### src/rtl/irrig_timer_loader_if.sv
// Digit-load and timer-control bus between the irrigation loader (master)
// and the stopwatch countdown chain (slave).
interface irrig_timer_loader_if;
  logic [1:0] dig_idx;
  logic [3:0] dig_val;
  logic       dig_valid;
  logic       dig_ready;
  logic       tmr_start;
  logic       tmr_zero;

  modport master (
    output dig_idx, dig_val, dig_valid, tmr_start,
    input  dig_ready, tmr_zero
  );

  modport slave (
    input  dig_idx, dig_val, dig_valid, tmr_start,
    output dig_ready, tmr_zero
  );
endinterface

### src/rtl/irrig_timer_loader.sv
// Samples level sensors and irrigation mode, loads an MM:SS preset into the
// countdown as four BCD digits, then runs the valve. Option: IRRIG_LEVEL_RECHECK_EN.
module irrig_timer_loader (
  input  logic                 clk,
  input  logic                 rst_n,
  input  logic                 start_req,
  input  logic                 abort,
  input  logic                 h,
  input  logic                 m,
  input  logic                 l,
  input  logic                 As,
  input  logic                 Gt,
  irrig_timer_loader_if.master tmr_bus,
  output logic                 valve,
  output logic                 busy,
  output logic                 done,
  output logic                 err
);

  typedef enum logic [2:0] {IDLE, SAMPLE, WRITE, START, RUN, DONE} state_t;

  state_t      state;
  logic [15:0] dur_bcd;
  logic [15:0] sel_bcd;
  logic        sel_ok;
`ifdef IRRIG_LEVEL_RECHECK_EN
  logic        h_seen;
`endif

  function automatic logic [3:0] bcd_digit(input logic [15:0] bcd, input logic [1:0] idx);
    case (idx)
      2'd3:    bcd_digit = bcd[15:12];
      2'd2:    bcd_digit = bcd[11:8];
      2'd1:    bcd_digit = bcd[7:4];
      default: bcd_digit = bcd[3:0];
    endcase
  endfunction

  // Exactly one mode and thermometer-coded levels (no level above a dry one).
  always_comb begin
    sel_ok  = (As ^ Gt) && (l || !m) && (m || !h);
    sel_bcd = 16'h0000;
    case ({h, m, l})
      3'b000:  sel_bcd = Gt ? 16'h1500 : 16'h0800;
      3'b001:  sel_bcd = Gt ? 16'h1000 : 16'h0500;
      3'b011:  sel_bcd = Gt ? 16'h0500 : 16'h0230;
      default: sel_bcd = 16'h0000;
    endcase
  end

  always_ff @(posedge clk) begin
    if (!rst_n) begin
      state             <= IDLE;
      dur_bcd           <= 16'h0000;
      tmr_bus.dig_idx   <= 2'd0;
      tmr_bus.dig_val   <= 4'd0;
      tmr_bus.dig_valid <= 1'b0;
      tmr_bus.tmr_start <= 1'b0;
      valve             <= 1'b0;
      busy              <= 1'b0;
      done              <= 1'b0;
      err               <= 1'b0;
`ifdef IRRIG_LEVEL_RECHECK_EN
      h_seen            <= 1'b0;
`endif
    end else begin
      tmr_bus.tmr_start <= 1'b0;
      done              <= 1'b0;
      // Abort outranks every other event and leaves err untouched.
      if (abort && (state != IDLE)) begin
        state             <= IDLE;
        tmr_bus.dig_idx   <= 2'd0;
        tmr_bus.dig_val   <= 4'd0;
        tmr_bus.dig_valid <= 1'b0;
        valve             <= 1'b0;
        busy              <= 1'b0;
      end else begin
        case (state)
          IDLE: begin
            if (start_req) begin
              state <= SAMPLE;
              busy  <= 1'b1;
              err   <= 1'b0;
            end
          end
          SAMPLE: begin
            if (!sel_ok) begin
              err   <= 1'b1;
              busy  <= 1'b0;
              state <= IDLE;
            end else if (sel_bcd == 16'h0000) begin
              done  <= 1'b1;
              state <= DONE;
            end else begin
              dur_bcd           <= sel_bcd;
              tmr_bus.dig_valid <= 1'b1;
              tmr_bus.dig_idx   <= 2'd3;
              tmr_bus.dig_val   <= sel_bcd[15:12];
              state             <= WRITE;
            end
          end
          WRITE: begin
            if (tmr_bus.dig_valid && tmr_bus.dig_ready) begin
              if (tmr_bus.dig_idx == 2'd0) begin
                tmr_bus.dig_valid <= 1'b0;
                tmr_bus.dig_val   <= 4'd0;
                tmr_bus.tmr_start <= 1'b1;
                state             <= START;
              end else begin
                tmr_bus.dig_idx <= tmr_bus.dig_idx - 2'd1;
                tmr_bus.dig_val <= bcd_digit(dur_bcd, tmr_bus.dig_idx - 2'd1);
              end
            end
          end
          START: begin
            valve <= 1'b1;
            state <= RUN;
`ifdef IRRIG_LEVEL_RECHECK_EN
            h_seen <= 1'b0;
`endif
          end
          RUN: begin
            if (tmr_bus.tmr_zero) begin
              valve <= 1'b0;
              done  <= 1'b1;
              state <= DONE;
            end
`ifdef IRRIG_LEVEL_RECHECK_EN
            else if (h && h_seen) begin
              valve <= 1'b0;
              done  <= 1'b1;
              state <= DONE;
            end
            h_seen <= h;
`endif
          end
          DONE: begin
            busy  <= 1'b0;
            state <= IDLE;
          end
          default: begin
            busy  <= 1'b0;
            valve <= 1'b0;
            state <= IDLE;
          end
        endcase
      end
    end
  end

endmodule

### src/flat_wrapper.sv
// flat-port wrapper written by rule: the top's interface ports become plain ports
module irrig_timer_loader_flat 
  (clk, rst_n, start_req, abort, h, m, l, As, Gt, valve, busy, done, err, tmr_bus_dig_idx, tmr_bus_dig_val, tmr_bus_dig_valid, tmr_bus_tmr_start, tmr_bus_dig_ready, tmr_bus_tmr_zero);
  irrig_timer_loader_if tmr_bus_i ();
  input  logic clk;
  input  logic rst_n;
  input  logic start_req;
  input  logic abort;
  input  logic h;
  input  logic m;
  input  logic l;
  input  logic As;
  input  logic Gt;
  output logic valve;
  output logic busy;
  output logic done;
  output logic err;
  output wire logic [$bits(tmr_bus_i.dig_idx)-1:0] tmr_bus_dig_idx;
  output wire logic [$bits(tmr_bus_i.dig_val)-1:0] tmr_bus_dig_val;
  output wire logic [$bits(tmr_bus_i.dig_valid)-1:0] tmr_bus_dig_valid;
  output wire logic [$bits(tmr_bus_i.tmr_start)-1:0] tmr_bus_tmr_start;
  input wire logic [$bits(tmr_bus_i.dig_ready)-1:0] tmr_bus_dig_ready;
  input wire logic [$bits(tmr_bus_i.tmr_zero)-1:0] tmr_bus_tmr_zero;
  assign tmr_bus_dig_idx = tmr_bus_i.dig_idx;
  assign tmr_bus_dig_val = tmr_bus_i.dig_val;
  assign tmr_bus_dig_valid = tmr_bus_i.dig_valid;
  assign tmr_bus_tmr_start = tmr_bus_i.tmr_start;
  assign tmr_bus_i.dig_ready = tmr_bus_dig_ready;
  assign tmr_bus_i.tmr_zero = tmr_bus_tmr_zero;
  irrig_timer_loader u_core (.clk(clk), .rst_n(rst_n), .start_req(start_req), .abort(abort), .h(h), .m(m), .l(l), .As(As), .Gt(Gt), .tmr_bus(tmr_bus_i), .valve(valve), .busy(busy), .done(done), .err(err));
endmodule
### config.mk
export PLATFORM = sky130hd
export DESIGN_NAME = irrig_timer_loader_flat
export DESIGN_NICKNAME = d
export VERILOG_FILES = /design/src/rtl/irrig_timer_loader_if.sv /design/src/rtl/irrig_timer_loader.sv /design/src/flat_wrapper.sv
export SDC_FILE = /design/constraint.sdc
export NUM_CORES = 1
export LEC_CHECK = 0
export CAP_MARGIN = 20
export CORE_MARGIN = 2
export CORE_UTILIZATION = 30
export DETAILED_ROUTE_END_ITERATION = 8
export PLACE_DENSITY = 0.55
export SYNTH_ARGS = -nofsm -noshare
export SYNTH_HDL_FRONTEND = slang
export SYNTH_SLANG_ARGS = --single-unit
### constraint.sdc
create_clock -name clk -period 5.4 [get_ports clk]
set_clock_uncertainty 0.2 [all_clocks]
set_input_delay 1.08 -clock clk [delete_from_list [all_inputs] [get_ports clk]]
set_output_delay 1.08 -clock clk [all_outputs]
set_load 0.01 [all_outputs]
Word level (Yosys, flattened, before mapping)
Cells that the tools add are included. Widths: inputs -> output; s select.

Output and inout bits: 12. Word-level logic and storage cells: 104. Flip-flop bits (word level): 31. Input port bits: 11.

$add $sub $neg: 1. Mux-type cells: 40. Bitwise gates (word level): 8. Reductions and logical operators: 27. Equal/unequal tests: 18.

Operators by type and width (count): $pmux 16 s3 (1); $mux 13 (2); $mux 3 (6); $logic_not 16->1 (1); $mux 4 (4); $reduce_and 4->1 (4); $pmux 3 s5 (1); $mux 1 (13); $pmux 4 s3 (1); $mux 11 (1); $ne 2x2->1 const B (5); $reduce_and 5->1 (2); $eq 3x2->1 const B (3); $mux 2 (4); $pmux 4 s2 (1); $reduce_or 4->1 (2); $not 1->1 (7); $eq 3x1->1 const B (2); $eq 3x3->1 const B (2); $logic_not 3->1 (2); $ne 2x1->1 const B (3); $pmux 1 s2 (3); $pmux 1 s3 (2); $eq 2x2->1 const B (2); 14 further kinds (20).

Logic depth before layout (Yosys ltp)
Gate-level depths: netlist of the first run.

Depth in word-level cells: 6. Mapped depth: 6. Mapped depth without buffers: 6.

Worst setup path before layout of the first run
No wires, ideal clock.

Kind: input -> register. From: in h. To: reg u_core.done. Buffers on the path: 1. Stages: 5. Library setup time: 0.079 ns. Arrival time: 2.255 ns. Setup slack: 2.866 ns. Data required time: 5.121 ns. Cells stage by stage: buf_1 > nor2b_1 > or3_1 > or3_4 > a211oi_2.

Longest elaborated chain between the ends: 6. Elaborated cells between the ends (all ways): 11. Those cells by class: eq/ne (2); mux (4); reduce/logical (5).

Ends and longest elaborated chain: start: declaration (RTL line flat_wrapper.sv:9) `input logic h;`; $eq 3x2->1 (tied with other cells) (RTL line irrig_timer_loader.sv:43) `case ({h, m, l})`; $pmux 16 s3 (RTL line irrig_timer_loader.sv:43); $logic_not 16->1 (RTL line irrig_timer_loader.sv:91) `end else if (sel_bcd == 16'h0000) begin`; $mux 1 (RTL line irrig_timer_loader.sv:91); $mux 1 (*) (RTL line irrig_timer_loader.sv:87) `if (!sel_ok) begin`; $pmux 1 s2 (*) (RTL line irrig_timer_loader.sv:78) `case (state)`; end signal: assignment (RTL line irrig_timer_loader.sv:68) `done <= 1'b0;`; end signal: assignment (RTL line irrig_timer_loader.sv:92) `done <= 1'b1;`; end signal: assignment (RTL line irrig_timer_loader.sv:125) `done <= 1'b1;`; end: declaration (RTL line irrig_timer_loader.sv:16) `output logic done,`.

Every way passes the cells marked *; elsewhere a longest branch is shown, timed or not. A chain may end at the register's enable or synchronous reset.

Final worst setup path of the first run
From: in Gt. To: reg u_core.tmr_bus.dig_val[0].

Longest elaborated chain between the ends: 5. Elaborated cells between the ends (all ways): 14. Those cells by class: eq/ne (2); mux (7); bitwise (1); reduce/logical (4).

Ends and longest elaborated chain: start: declaration (RTL line flat_wrapper.sv:13) `input logic Gt;`; $mux 11 (tied with other cells) (RTL line irrig_timer_loader.sv:46) `3'b011: sel_bcd = Gt ? 16'h0500 : 16'h0230;`; $pmux 16 s3 or $logic_and 1x1->1 (tied branches) (RTL line irrig_timer_loader.sv:43, irrig_timer_loader.sv:41); $logic_not 16->1 (tied with other cells) (RTL line irrig_timer_loader.sv:91); $ne 2x2->1 (no line) (tied with other cells); $reduce_and 4->1 (no line) or $pmux 4 s2 (tied branches); end signal: assignment (RTL line irrig_timer_loader.sv:98) `tmr_bus.dig_val <= sel_bcd[15:12];`; end signal: assignment (RTL line irrig_timer_loader.sv:111) `tmr_bus.dig_val <= bcd_digit(dur_bcd, tmr_bus.dig_idx - 2'd1);`; end: declaration (RTL line irrig_timer_loader_if.sv:12) `output dig_idx, dig_val, dig_valid, tmr_start,`.

Parallel ways exist; a longest one is shown, timed or not. The select of a mux whose other input is x is not followed.

==> results of run 1 <==
tightest hold or removal path, cell delays in order (launching register included):
cell and delay (ns):
dfxtp_1 0.33, nand4_1 0.06, o21ai_0 0.07
placed cells by master, fill, tap and decap left out, types with 3 or more instances in the layout:
cell type | Yosys | layout
nor2_1 | 14 | 14
a21oi_1 | 9 | 9
clkbuf_4 | 0 | 3
dfxtp_1 | 18 | 18
inv_1 | 3 | 3
ha_1 | 4 | 4
nor3_1 | 5 | 5
nor2b_1 | 6 | 6
o21ai_0 | 7 | 7
or3b_2 | 3 | 3
nand4_1 | 5 | 5
nor3b_1 | 4 | 4
clkdlybuf4s50_1 | 0 | 22
nand2_1 | 4 | 4
final timing paths:
kind                        startpoint                         to  slack, ns
max                                 Gt  u_core.tmr_bus.dig_val[0]       2.50
min          u_core.tmr_bus.dig_val[3]  u_core.tmr_bus.dig_val[3]       0.30
max reg2reg            u_core.state[0]  u_core.tmr_bus.dig_val[0]       3.13
min reg2reg  u_core.tmr_bus.dig_val[3]  u_core.tmr_bus.dig_val[3]       0.30
area by class of cell:
type                       count  area [µm²]  area share
inverter                       3       11.26    0.008789
tap                           44       55.05     0.04297
multi-input combinational     91       611.8      0.4775
timing repair buffer          22       220.2      0.1719
clock buffer                   3       22.52     0.01758
sequential                    18       360.3      0.2813
layer usage:
metal | part of all wire | vias up | track usage
met3 | 0.058 | 5 | 0.02692
met4 | 0.021 | 0 | 0.07599
met2 | 0.42 | 25 | 0.1985
li1 | - | 476 | -
met1 | 0.50 | 439 | 0.1877
met5 | 0 | - | 0
stage by stage:
step | setup slack, ns | util | instance area (µm²) | hold slack, ns | instances
finish | 2.502 | 0.4096 | 1281 | 0.2975 | 181
global route | 2.438 | 0.4096 | 1281 | 0.3353 | 181
CTS | 2.519 | 0.4096 | 1281 | 0.2999 | 181
detailed placement | 2.217 | 0.4024 | 1259 | 0.2854 | 178
global placement | 2.260 | 0.4024 | 1259 | 0.2771 | 178
floorplan | 2.866 | - | 1003 | 0.2491 | 117
state kept, by name (all words and copies together), names as in the netlist:
signal,cells
u_core.tmr_bus.dig_valid,1
u_core.tmr_bus.tmr_start,1
u_core.tmr_bus.dig_idx,2
u_core.tmr_bus.dig_val,4
u_core.dur_bcd,3
u_core.busy,1
u_core.done,1
u_core.state,3
u_core.err,1
u_core.valve,1
synth_stat cells, types with 2 or more instances:
cell	instances
dfxtp_1	18
nor2_1	14
a21oi_1	9
o21ai_0	7
nor2b_1	6
nand4_1	5
nor3_1	5
ha_1	4
nand2_1	4
nor3b_1	4
clkbuf_1	3
inv_1	3
or3b_2	3
a211oi_1	2
a221oi_1	2
mux2i_1	2
nand3_1	2
nor4_1	2
xnor2_1	2
power by group through the flow:
stage / combinational [mW] / clock, mW / sequential, mW
after CTS: 0.0523 / 0.0701 / 0.144
after global routing: 0.0572 / 0.0781 / 0.145
after detailed placement: 0.0518 / 0 / 0.147
after floorplan: 0.0336 / 0 / 0.144
after global placement: 0.0517 / 0 / 0.147
final: 0.0522 / 0.0688 / 0.144
kinds of logic (layout without fill, tap and decap cells):
kind of cell / after synthesis / in the layout / synth area share
adder cells (fa/ha/maj): 4 / 4 / 0.04988
flip-flops: 18 / 18 / 0.3591
AO/OA/AOI/OAI: 29 / 29 / 0.1908
buffers and inverters: 8 / 28 / 0.03116
XOR/XNOR: 2 / 2 / 0.01746
multiplexers: 2 / 2 / 0.01995
AND/OR/NAND/NOR: 54 / 54 / 0.3317
==> metrics.txt, run 1 <==
Post-route DRC=0; routed wire length=2.415 mm; CP max-delay cell=or4_4; CP Launch Type=input pin; post-synth cell types=39; Final Slew Violations=0; Cell Pwr Density=206.7 nW/µm²; Initial Util=0.3208; DRT iter0 DRCs=48; Lkg Pwr=0.4085 nW; Worst-Margin Slew=0.5615 ns; hold path depth=2; sequential area share after synthesis=0.3591; crit end category=flop; Gate Count Post-Synth=between 100 and 150; Slew HR=0.6230; WP data required=5.38 ns; Die X=61.84 µm; clock power share=0.260; die height=roughly 62 µm; final setup fails=0; final period utilization=0.5367; Ant. Diodes=0; yosys warns=0; RSZ-0062 raised after global routing=no; final hold vios=0; Worst-path clk slew=0.10 ns; P&R area growth vs syn=27.68%; layout cell share with drive strength beyond 1=0.08759; H-tree Lvls=1; delay-heaviest family, CP=simple AND/OR/NAND/NOR gates; Critical Path AT=between 2 and 3 ns; post-synthesis register bit count=18; Worst path depth=5; Final Total Pwr=0.2648 mW; Synth area leaders=dfxtp_1, nor2_1, ha_1; Tmin final=just under 3 ns; FP Rows=20; final RePlAce weighted congestion=0.7542; final setup TNS=0 ns; FF-to-FF path depth=4; Clock Root Buffer=clkbuf_4; Hold Path Class=reg2reg; hpwl dp=1.770 mm; Syn Area/Cell=roughly 8.6 µm²; Num CTS Buffers=3; critical path cell sequence=clkdlybuf4s50_1, xnor2_1, or4_4, a221oi_1, nor3_1; synthesized cell area=1003 µm²; Sequential Power Share=0.543; All-Layer GR Usage=0.1363; clock sink count=18; Comb power frac=0.197; Post-Syn Nets=132; first-pass GRT wire length=about 3.7 mm; Yosys top cell by area=dfxtp_1; asr flop ratio synth=0; Net Sw Power=between 0.07 and 0.08 mW; Primary FF master, synth=dfxtp_1; die area=3824 µm²; vias in the first global route=818; CTS Hold Buffers Added=0; routed vias/inst=5.221; internal power=about 0.19 mW; drt first pass iters=4; Max Freq=345.0 MHz; Post-synth EDFFs=0; CP Buf/Inv Count=1; latest clock arrival within the worst-skew pair=0.29 ns; Fillers=329; post-CTS sizing=0; top-area cell type share of the netlist area=0.3591; Post-layout nets=154; status=completed; worst vdd ir=about 0.000066 V; vias after detailed routing=945; CP Class=in2reg; core area=3128 µm²; critical path fanouts, max=6; slowest stage delay, CP=0.60 ns; CTS tree=done; post-CTS setup buffers=0; drt wl/cell=13.34 µm; gr ovfl total=0; Post-DRT Antenna Nets=0; max-cap viol count=0; maximum number of pins on one net before global-route repair=15; IO Port Bufs=22; Top Ports=23; initial antenna violation count=0; Sw Ratio=0.2878; clk buf depth=2
No activity file was read; power rests on OpenSTA's default activity.
==> run 2: changes to the inputs <==
==> constraint.sdc (replaced) <==
create_clock -name clk -period 3 [get_ports clk]
set_clock_uncertainty 0.2 [all_clocks]
set_input_delay 0.6 -clock clk [delete_from_list [all_inputs] [get_ports clk]]
set_output_delay 0.6 -clock clk [all_outputs]
set_load 0.01 [all_outputs]
==> run 2 against run 1 <==
Effect of this change:
- die area did not move
- sequential power rose by 80%
- critical path depth did not move
- core utilization rose by 0.24 points
- sequential share of layout area fell by 0.16 points
- largest power group unchanged
- worst setup slack got worse by 1.9 ns
- sequential cell count did not move
- clock power rose by 82%
- design area rose by 0.59%
==> metrics.txt, run 2 (synthesized netlist as in run 1, its figures left out) <==
CP Class=in2reg; core area=3128 µm² (unchanged); Hold Path Class=reg2reg; post-CTS sizing=0 (unchanged); P&R area growth vs syn=28.43%; routed vias/inst=5.203 (-0.34%); worst r2r src=u_core.state[0]; drt first pass iters=4 (unchanged); Num CTS Buffers=3 (unchanged); RSZ-0062 raised after global routing=no; Slew HR=0.6195 (-0.003458); All-Layer GR Usage=0.1471 (+0.01079); reg-to-reg setup timing slack=0.74 ns (-2.39 ns); Final Slew Violations=0 (unchanged); die height=61.84 µm (unchanged); Cell Pwr Density=371.3 nW/µm² (+80%); first-pass GRT wire length=4.050 mm (+8.1%); Top Ports=23 (unchanged); Max Freq=416.1 MHz; drt wl/cell=13.31 µm (-0.22%); Post-DRT Antenna Nets=0 (unchanged); final period utilization=0.8011; most common cell after layout, fill and taps aside=clkdlybuf4s50_1; CP Launch Type=input pin; worst vdd ir=0.0001637 V (+150%); maximum number of pins on one net before global-route repair=15 (unchanged); Final Total Pwr=0.4785 mW (+81%); biggest regs=u_core.tmr_bus.dig_val: 4 flops, u_core.dur_bcd: 3 flops, u_core.state: 3 flops; WP data required=2.98 ns (-2.40 ns); crit end category=flop; final setup TNS=0 ns (unchanged); clock sink count=18 (unchanged); min-delay src=u_core.tmr_bus.dig_val[2]; gr ovfl total=0 (unchanged); Die X=61.84 µm (unchanged); Worst-path clk slew=0.10 ns (about the same); hpwl dp=1.797 mm (+1.5%); routed wire length=2.423 mm (+0.33%); latest clock arrival within the worst-skew pair=0.30 ns (about the same); Largest register FFs=4 (unchanged); final hold vios=0 (unchanged); Post-layout nets=155 (+0.65%); Worst Hold End=u_core.tmr_bus.dig_val[2]; final setup fails=0 (unchanged); post-CTS setup buffers=0 (unchanged); Tmin final=2.403 ns; vias after detailed routing=947 (+0.21%); IO Port Bufs=22 (unchanged); Largest Register=u_core.tmr_bus.dig_val; Worst-Margin Slew=0.5666 ns (+0.005149 ns); most frequent cells in the layout=clkdlybuf4s50_1, dfxtp_1, nor2_1; CTS Hold Buffers Added=0 (unchanged); hold path depth=2 (unchanged); FP Rows=20 (unchanged); Post-route DRC=0 (unchanged); H-tree Lvls=1 (unchanged); DRT iter0 DRCs=43 (-10%); die area=3824 µm² (unchanged); initial antenna violation count=0 (unchanged); critical path fanouts, max=6 (unchanged); status=completed; Worst R2R End=u_core.tmr_bus.dig_val[0]; FF-to-FF path depth=4 (unchanged); final RePlAce weighted congestion=0.7276 (-3.5%); vias in the first global route=867 (+6.0%); Critical Path AT=2.38 ns (-0.49 ns); clk buf depth=2 (unchanged); Ant. Diodes=0 (unchanged); Lkg Pwr=0.4140 nW (+1.3%); max-cap viol count=0 (unchanged); layout cell share with drive strength beyond 1=0.09420 (+0.006612); Clock Root Buffer=clkbuf_4; Initial Util=0.3208 (unchanged); CTS tree=done
-- run 2: changes by cell type in the layout (fill, tap and decap cells not counted) --
| cell | delta |
|---|---|
| buf_4 | +1 |
-- run 2: worst max-delay path, stage by stage --
cell	delay (ns)
clkdlybuf4s50_1	0.58
xnor2_1	0.22
or4_4	0.60
a221oi_1	0.29
nor3_1	0.08
-- run 2: metal layers --
metal  global-route usage  up-vias  wire, µm
met5                    0        -         0
met4              0.08207        0        64
met3              0.03106        5       118
met2               0.1985       28       962
met1               0.2140      434      1278
li1                     -      480         -
-- run 2: where the power goes --
part / switching, mW / internal [mW]
Combinational: 0.0483 / 0.0467
Sequential: 0.0122 / 0.247
Clock: 0.0776 / 0.0469
Total: 0.138 / 0.340
-- run 2: area by class of cell --
cell class	instances	area [µm²]
sequential	18	360.3
tap	44	55.05
timing repair buffer	23	227.7
multi-input combinational	91	611.8
inverter	3	11.26
clock buffer	3	22.52
fill	323	1839
-- run 2: worst max-delay path by stage --
| stage | endpoint | slack, ns | from |
|---|---|---|---|
| after CTS | u_core.tmr_bus.dig_val[0] | 0.60 | Gt |
| after global placement | u_core.tmr_bus.dig_val[0] | 0.34 | Gt |
| after floorplan | u_core.done | 0.95 | h |
| final | u_core.tmr_bus.dig_val[0] | 0.60 | Gt |
| after global routing | u_core.tmr_bus.dig_idx[0] | 0.50 | Gt |
| after detailed placement | u_core.tmr_bus.dig_val[0] | 0.28 | Gt |
-- run 2: stage by stage --
step | cells | utilization | area [µm²] | setup slack [ns] | hold WS [ns]
after floorplan | 117 | - | 1003 | 0.9459 | 0.2491
after global placement | 179 | 0.4048 | 1266 | 0.3382 | 0.2890
after detailed placement | 179 | 0.4048 | 1266 | 0.2825 | 0.2802
after CTS | 182 | 0.4120 | 1289 | 0.5957 | 0.2932
after global routing | 182 | 0.4120 | 1289 | 0.5045 | 0.3137
final | 182 | 0.4120 | 1289 | 0.5968 | 0.2886
